$ cat config.mk
export PLATFORM = sky130hd
export DESIGN_NAME = keycode_event_tracker
export DESIGN_NICKNAME = d
export VERILOG_FILES = /design/src/rtl/keycode_event_tracker.sv
export SDC_FILE = /design/constraint.sdc
export NUM_CORES = 1
export LEC_CHECK = 0
export BUFFER_PORTS_ARGS = -buffer_cell sky130_fd_sc_hd__buf_2
export CAP_MARGIN = 0
export CORE_MARGIN = 4
export CORE_UTILIZATION = 55
export CTS_CLUSTER_SIZE = 16
export DETAILED_ROUTE_END_ITERATION = 16
export GPL_TIMING_DRIVEN = 0
export PLACE_DENSITY = 0.75
export SLEW_MARGIN = 15
export SYNTH_ARGS = -nofsm -noshare
export SYNTH_HDL_FRONTEND = slang
export SYNTH_SLANG_ARGS = --single-unit
export TNS_END_PERCENT = 30
$ cat constraint.sdc
create_clock -name Clk -period 2.3 [get_ports Clk]
set_input_delay 0.115 -clock Clk [delete_from_list [all_inputs] [get_ports Clk]]
set_output_delay 0.115 -clock Clk [all_outputs]
set_load 0.01 [all_outputs]
$ cat src/rtl/keycode_event_tracker.sv
// keycode_event_tracker: turns keyboard reports into per-key held levels and press/release/auto-repeat pulses.
module keycode_event_tracker #(
  parameter int NSLOT = 6,
  parameter int NKEY = 10,
  parameter logic [NKEY*8-1:0] KEYMAP = {8'h29, 8'h28, 8'h2C, 8'h52, 8'h4F, 8'h50, 8'h09, 8'h1A, 8'h07, 8'h04},
  parameter int REPEAT_DELAY = 25_000_000,
  parameter int REPEAT_PERIOD = 5_000_000,
  parameter int CW = 25
) (
  input  logic               Clk,
  input  logic               Reset_n,
  input  logic [NSLOT*8-1:0] keycode,
  input  logic               kc_valid,
  input  logic               repeat_en,
  output logic [NKEY-1:0]    key_held,
  output logic [NKEY-1:0]    key_press,
  output logic [NKEY-1:0]    key_release,
  output logic [NKEY-1:0]    key_repeat,
  output logic               any_held,
  output logic               rollover_err
);
  typedef enum logic [1:0] {IDLE, DELAY, RPT} st_t;
  localparam logic [CW-1:0] L_DLY = CW'(REPEAT_DELAY - 1);
  localparam logic [CW-1:0] L_PER = CW'(REPEAT_PERIOD - 1);
  logic [NKEY-1:0] r_held, r_press, r_rel, r_rep;
  logic [NKEY-1:0] w_pres, w_held_n, w_press, w_rel, w_rep;
  logic            r_roll, w_roll, w_acc;
  st_t             r_st [NKEY];
  st_t             w_st [NKEY];
  logic [CW-1:0]   r_cnt [NKEY];
  logic [CW-1:0]   w_cnt [NKEY];
  // a 00 map entry never matches, so empty slots cannot press anything
  always_comb begin
    w_pres = '0;
    w_roll = 1'b0;
    for (int s = 0; s < NSLOT; s++) begin
      w_roll = w_roll | (keycode[8*s +: 8] == 8'h01);
      for (int k = 0; k < NKEY; k++)
        if (KEYMAP[8*k +: 8] != 8'h00 && keycode[8*s +: 8] == KEYMAP[8*k +: 8]) w_pres[k] = 1'b1;
    end
  end
  assign w_acc    = kc_valid & ~w_roll;
  assign w_held_n = w_acc ? w_pres : r_held;
  assign w_press  = w_held_n & ~r_held;
  assign w_rel    = r_held & ~w_held_n;
  // release outranks everything, so a due repeat is dropped in the release cycle
  always_comb begin
    w_st  = r_st;
    w_cnt = r_cnt;
    w_rep = '0;
    for (int k = 0; k < NKEY; k++) begin
      if (w_rel[k]) begin
        w_st[k]  = IDLE;
        w_cnt[k] = '0;
      end else if (w_press[k] || (r_st[k] != IDLE && !repeat_en)) begin
        w_st[k]  = DELAY;
        w_cnt[k] = '0;
      end else if ((r_st[k] == DELAY && r_cnt[k] == L_DLY) || (r_st[k] == RPT && r_cnt[k] == L_PER)) begin
        w_st[k]  = RPT;
        w_cnt[k] = '0;
        w_rep[k] = 1'b1;
      end else if (r_st[k] != IDLE) begin
        w_cnt[k] = r_cnt[k] + CW'(1);
      end
    end
  end
  always_ff @(posedge Clk) begin
    if (!Reset_n) begin
      r_held  <= '0;
      r_press <= '0;
      r_rel   <= '0;
      r_rep   <= '0;
      r_roll  <= 1'b0;
      for (int k = 0; k < NKEY; k++) begin
        r_st[k]  <= IDLE;
        r_cnt[k] <= '0;
      end
    end else begin
      r_held  <= w_held_n;
      r_press <= w_press;
      r_rel   <= w_rel;
      r_rep   <= w_rep;
      r_roll  <= kc_valid & w_roll;
      r_st    <= w_st;
      r_cnt   <= w_cnt;
    end
  end
  assign key_held     = r_held;
  assign key_press    = r_press;
  assign key_release  = r_rel;
  assign key_repeat   = r_rep;
  assign any_held     = |r_held;
  assign rollover_err = r_roll;
endmodule
==> results of run 1 <==
==> power by group through the flow <==
stage	clock network, W	logic (W)	registers, W
after floorplan	0	0.000546	0.00566
after detailed placement	0	0.000824	0.00568
after global routing	0.00572	0.000960	0.00558
after global placement	0	0.000801	0.00568
after CTS	0.00548	0.000850	0.00557
final	0.00539	0.000877	0.00557
==> cell usage after synthesis, types with 8 or more instances <==
cell type / count / area (µm²)
dfxtp_1: 311 / 6230
nor2_1: 259 / 972
xor2_1: 173 / 1520
nor3_1: 139 / 696
nand2_1: 121 / 454
nand3_1: 111 / 556
xnor2_1: 70 / 613
nand4_1: 59 / 369
nor4_1: 58 / 363
and3_1: 37 / 231
clkbuf_1: 36 / 135
o21ai_0: 34 / 170
nor4b_1: 26 / 228
and4_1: 24 / 210
a21oi_1: 23 / 115
inv_1: 22 / 82.6
nor2b_1: 18 / 113
nor4bb_1: 18 / 180
buf_2: 17 / 85.1
and2_1: 13 / 81.3
nand4b_1: 13 / 114
or4_1: 11 / 82.6
ha_1: 10 / 125
and4b_1: 9 / 90.1
nand3b_1: 9 / 67.6
a211oi_1: 8 / 60.1
a22oi_1: 8 / 60.1
nand2b_1: 8 / 50.1
o2111ai_1: 8 / 70.1
or2_2: 8 / 50.1
==> worst max-delay path: cells and delay by family (launching register included) <==
| kind | cells | cell delay [ns] |
|---|---|---|
| and+or+nand+nor | 2 | 0.87 |
| DFF | 1 | 0.37 |
| AOI/OAI and AO/OA | 4 | 0.88 |
==> metal layers <==
metal | part of all wire (%) | vias up
li1 | - | 6667
met1 | 45 | 6429
met2 | 45 | 471
met3 | 7.0 | 79
met4 | 2.9 | 2
met5 | 0.018 | -
==> stage by stage <==
step / util [%] / cells
floorplan: - / 1776
global placement: 59.3 / 2208
detailed placement: 59.3 / 2208
CTS: 63.9 / 2271
global route: 64.5 / 2277
finish: 64.5 / 2277
==> registers in the layout, summed over array words and instances (netlist names) <==
signal and flops:
key_repeat 10, key_press 10, key_release 10, rollover_err 1
r_cnt 250, r_st 20, key_held 10
==> final cells by class <==
cell class,count,area share [%]
Inverter,22,0.474
Multi-Input combinational cell,1383,50.2
Clock inverter,12,0.740
Tap cell,341,2.45
Clock buffer,47,5.57
Antenna cell,6,0.0862
Sequential cell,311,35.8
Timing Repair Buffer,95,2.81
Buffer,60,1.90
==> how the worst min path moves through the flow <==
stage          slack (ns)         from  cells past startpoint                      end
3_5_place_dp         0.40     kc_valid                      3  rollover_err$_SDFF_PN0_
4_1_cts              0.12  keycode[17]                      3   key_held[4]$_SDFF_PN0_
6_report             0.14  keycode[17]                      3   key_held[4]$_SDFF_PN0_
5_1_grt              0.17  keycode[17]                      3   key_held[4]$_SDFF_PN0_
2_1_floorplan        0.26     kc_valid                      2  rollover_err$_SDFF_PN0_
3_3_place_gp         0.39     kc_valid                      3  rollover_err$_SDFF_PN0_
==> repair_timing <==
item,CTS,global route
setup endpoints to repair,150,184
resized for setup,32,39
hold buffers,2,0
hold endpoints to repair,2,0
cloned,2,0
==> cells by family (layout without fill, tap and decap cells) <==
kind of cell / count (synthesis) / count (layout) / synth area share (%)
AND/OR/NAND/NOR: 973 / 973 / 34.2
flip-flops: 311 / 311 / 41.1
XOR/XNOR: 243 / 243 / 14.1
AO/OA/AOI/OAI: 153 / 153 / 7.10
buffers and inverters: 82 / 236 / 2.42
adder cells (fa/ha/maj): 10 / 10 / 0.827
multiplexers: 4 / 4 / 0.264
other: 0 / 6 / 0
==> qor.txt, run 1 <==
busiest layer in global routing = met2
Max rail drop VDD = 0.560 mV
Total GRT Usage = 24.6%
internal power = 0.00897 W
total grt overflow = 0
Final Skew = 0.0112 ns
CTS Buffer Depth = 3
R2R cell count = 6
Die Width = 174 µm
CTS sink cnt = 311
I/O pin total = 94
r2r setup slk = 0.06 ns
HPWL after DPL = 27800 µm
design area = 17400 µm²
largest net degree at the start of global routing = 15
CP Capture Type = flip-flop
status = complete, no violations
Max-Slew Margin vs Limit = 40.0%
ys async rst share = 0%
met2 usage = 39.2%
routed len/inst = 17.0 µm
Final nets = 1969
Tightest Pin Transition = 0.888 ns
synth warn = 0
clk slew on worst S/H paths = 0.07 ns
Layout area overhead = 15.1%
Cell Chain, Critical Path = or3b_1 > or4_1 > a2111o_1 > o2bb2ai_1 > a21oi_1 > o31ai_1
Post-synth top flop = dfxtp_1
Post-synth EDFFs = 0
Worst R2R End = r_st[2]$_SDFFE_PP0P_
master of the slowest instance on the critical path = or4_1
TritonCTS clock tree = done
reg2reg start = r_cnt[33]$_SDFFE_PP0N_
clock power share = 45.5%
Final Cycle Share = 97.6%
post-synth cell types = 74
maxcap violations = 0
DIE AREA = 30200 µm²
final hold slack = 0.138 ns
GR Layer Usage met3 = 4.61%
leading cell types in the layout, fill and taps excluded = dfxtp_1, nor2_1, xor2_1
critical path class = reg -> reg
pre-CTS WS = -0.696 ns
Power Total = 0.0118 W
Final ANT Viol Nets = 0
RSZ-0062 raised after global routing = true
synthesized area per cell = 8.52 µm²
Final Slew Violations = 0
Initial Utilization = 56.0%
Leak = 6.16 nW
Fillers = 2274
Port Buffer Count = 91
sequential area share after synthesis = 41.1%
first-pass detailed-route iteration total = 5
CP Data Required Time = 2.68 ns
vias in the first global route = 12700
Die Ht = 174 µm
FF+latch area = 6230 µm²
Logic pwr share = 7.4%
Critical Path Start = r_cnt[33]$_SDFFE_PP0N_
Hold Fails Final Rpt = 0
final setup fails = 0
Cells after Synth = 1776
clock root buffer = clkbuf_16
Worst Setup EP = r_st[2]$_SDFFE_PP0P_
H-tree lvl count = 2
Multi-input gate area = 8750 µm²
via count = 13600
Max stage delay on crit path = 0.48 ns
vias per cell = 5.99
Switching Fraction = 24.2%
GR Util met1 = 33.7%
Sw Pwr = 0.00287 W
Mapped Nets = 1838
DRC Markers = 0
Hold Path Class = in -> reg
clock buffers created by TritonCTS = 34
fmax = 446 MHz
Flop pwr share = 47.0%
Initial DRC Count = 1076
setup total negative slack = 0 ns
first-pass GRT wire length = 63300 µm
Final WS setup = 0.0554 ns
Worst EP arrival = 2.62 ns
wirelength, routed = 38700 µm
GP Congestion = 0.977
Cell Area, Synth = 15100 µm²
Clock Latency Late Sink = 0.51 ns
Power Density = 680 nW/µm²
Core Area = 27000 µm²
Yosys reg bits = 311
placed cell area = 16000 µm²
post-CTS setup buffer count = 0
Worst Path Max Fanout = 5
Final Critical Period = 2.24 ns
antenna violations before repair = 7
Worst Setup Start Kind = flip-flop
Cell Rows = 60
most common cell after layout, fill and taps aside = dfxtp_1
layout cells sized above 1 = 12.0%
Note: power is estimated with default switching activity, not from simulation.
==> inputs of run 2 (changes only) <==
--- a/config.mk
+++ b/config.mk
@@ -14,5 +14,5 @@
 export GPL_TIMING_DRIVEN = 0
 export PLACE_DENSITY = 0.75
-export SLEW_MARGIN = 15
+export SLEW_MARGIN = 20
 export SYNTH_ARGS = -nofsm -noshare
 export SYNTH_HDL_FRONTEND = slang
==> constraint.sdc (replaced) <==
create_clock -name Clk -period 2.3 [get_ports Clk]
set_input_delay 0.23 -clock Clk [delete_from_list [all_inputs] [get_ports Clk]]
set_output_delay 0.23 -clock Clk [all_outputs]
set_load 0.01 [all_outputs]
==> run 2 against run 1 <==
The flow now finishes with violations (setup timing). Wire length down 0.21%. Register-to-register slack hardly changed. First-iteration DRC count fell by 16%. Combinational power barely moved. Largest cell class unchanged. Core utilization increased by 0.15 points. Clock skew grew 0.0021 ns. Critical path depth up 2. Final cell count about the same.
==> qor.txt, run 2 (synthesis results as in run 1) <==
R2R cell count = 6 (unchanged)
total grt overflow = 0 (unchanged)
Largest register FFs = 250 (unchanged)
Final Critical Period = 2.32 ns (+0.0786 ns)
clk slew on worst S/H paths = 0.06 ns (about the same)
largest net degree at the start of global routing = 14 (-1)
reg2reg start = r_cnt[33]$_SDFFE_PP0N_
placed cell area = 16000 µm² (about the same)
Layout area overhead = 15.4%
I/O pin total = 94 (unchanged)
most common cell after layout, fill and taps aside = dfxtp_1
Final nets = 1968 (-0.051%)
CTS Buffer Depth = 3 (unchanged)
Initial DRC Count = 906 (-16%)
RSZ-0062 raised after global routing = true
vias per cell = 5.99 (about the same)
Die Ht = 174 µm (unchanged)
Clock Latency Late Sink = 0.51 ns (about the same)
Worst Setup Start Kind = input pin
Final Skew = 0.0133 ns (+0.00209 ns)
Worst EP arrival = 2.69 ns (+0.07 ns)
Cell Rows = 60 (unchanged)
TritonCTS clock tree = done
Fillers = 2278 (+0.18%)
routed len/inst = 17.0 µm (-0.25%)
status = finished with violations
fmax = 430 MHz (-3.4%)
Critical Path Start = keycode[31]
Final ANT Viol Nets = 0 (unchanged)
maxcap violations = 0 (unchanged)
DRC Markers = 0 (unchanged)
wirelength, routed = 38600 µm (-0.21%)
Core Area = 27000 µm² (unchanged)
Initial Utilization = 56.0% (unchanged)
Leak = 6.18 nW (+0.30%)
Final Slew Violations = 0 (unchanged)
failing checks = setup timing
H-tree lvl count = 2 (unchanged)
leading registers by flop count = r_cnt (250), r_st (20)
Max rail drop VDD = 0.904 mV (+61%)
Port Buffer Count = 91 (unchanged)
antenna violations before repair = 9 (+2)
critical hold path startpoint = Reset_n
first-pass GRT wire length = 63300 µm (about the same)
CTS sink cnt = 311 (unchanged)
Die Width = 174 µm (unchanged)
via count = 13600 (-0.029%)
CP Capture Type = flip-flop
Worst R2R End = r_st[2]$_SDFFE_PP0P_
Final WS setup = -0.0231 ns (-0.0786 ns)
CP Data Required Time = 2.66 ns (-0.02 ns)
Total GRT Usage = 24.5% (-0.11 points)
Tightest Pin Transition = 0.941 ns (+0.0539 ns)
final setup fails = 8 (+8)
clock root buffer = clkbuf_16
Hold Fails Final Rpt = 0 (unchanged)
Hold Path Class = in -> reg
GP Congestion = 0.977 (unchanged)
Most flops, register = r_cnt
Final Cycle Share = 101% (+3.4 points)
Worst Setup EP = r_cnt[160]$_SDFFE_PP0N_
r2r setup slk = 0.07 ns (about the same)
setup total negative slack = -0.111 ns (-0.111 ns)
DIE AREA = 30200 µm² (unchanged)
Max-Slew Margin vs Limit = 36.4% (-3.6 points)
leading cell types in the layout, fill and taps excluded = dfxtp_1, nor2_1, xor2_1
HPWL after DPL = 27900 µm (+0.24%)
design area = 17500 µm² (+0.23%)
layout cells sized above 1 = 12.1% (+0.17 points)
vias in the first global route = 12600 (-0.071%)
critical path class = in -> reg
Power Density = 688 nW/µm² (+1.3%)
clock buffers created by TritonCTS = 34 (unchanged)
Worst Path Max Fanout = 10 (+5)
first-pass detailed-route iteration total = 7 (+2)
## run 2: cell types whose count changed in the layout (fill, tap and decap cells not counted), sizes merged
| cell | change |
|---|---|
| diode | +3 |
| buf | +2 |
| clkinv | -2 |
| clkinvlp | -2 |
| bufinv | +1 |
| dlygate4sd3 | -1 |
## run 2: timing repair
action | in CTS | in global routing
hold buffers | 1 | 0
buffers inserted | 1 | 0
pin swaps | 1 | 1
hold endpoints to repair | 1 | 0
setup endpoints to repair | 147 | 203
cloned | 0 | 2
resized for setup | 25 | 45
## run 2: worst max-delay path, stage by stage
cell,delay [ns]
buf_2,0.13
or4_1,0.60
nor3b_1,0.43
nor3b_1,0.19
a31o_2,0.30
a21oi_2,0.40
buf_2,0.32
nor3_1,0.08
## run 2: worst min-delay path by stage
| stage | slack, ns | cells after the start | end |
|---|---|---|---|
| finish | 0.11 | 3 | r_st[19]$_SDFFE_PP0P_ |
| global route | 0.13 | 3 | r_st[19]$_SDFFE_PP0P_ |
| CTS | 0.09 | 3 | r_st[19]$_SDFFE_PP0P_ |
| detailed placement | 0.47 | 2 | r_cnt[1]$_SDFFE_PP0N_ |
| global placement | 0.46 | 2 | r_cnt[126]$_SDFFE_PP0N_ |
| floorplan | 0.37 | 2 | rollover_err$_SDFF_PN0_ |
## run 2: metal layers
metal,track usage (%),wire length (µm)
met5,0,0
met4,8.97,1210
met3,4.18,2630
met2,39.1,17500
met1,33.7,17300
## run 2: power breakdown
part	total [W]	switching [W]	internal, W
Sequential	0.00557	0.000102	0.00547
Combinational	0.000876	0.000563	0.000314
Clock	0.00558	0.00217	0.00341
Total	0.0120	0.00284	0.00919
## run 2: area by class of cell
cell class,count,area [µm²],area share (%)
Antenna cell,9,22.5,0.129
Buffer,59,320,1.83
Clock buffer,49,1020,5.83
Clock inverter,9,126,0.724
Inverter,22,82.6,0.473
Multi-Input combinational cell,1383,8750,50.1
Sequential cell,311,6230,35.7
Tap cell,341,427,2.44
Timing Repair Buffer,95,488,2.79
## run 2: metrics by stage
step	total power (W)	utilization, %	worst slack [ns]	std cells	hold WS (ns)
floorplan	0.00620	-	0.108	1776	0.373
global placement	0.00648	59.3	-0.698	2208	0.457
detailed placement	0.00651	59.3	-0.791	2208	0.465
CTS	0.0121	63.9	-0.0605	2267	0.0921
global route	0.0125	64.6	-0.0567	2277	0.134
finish	0.0120	64.6	-0.0231	2278	0.114
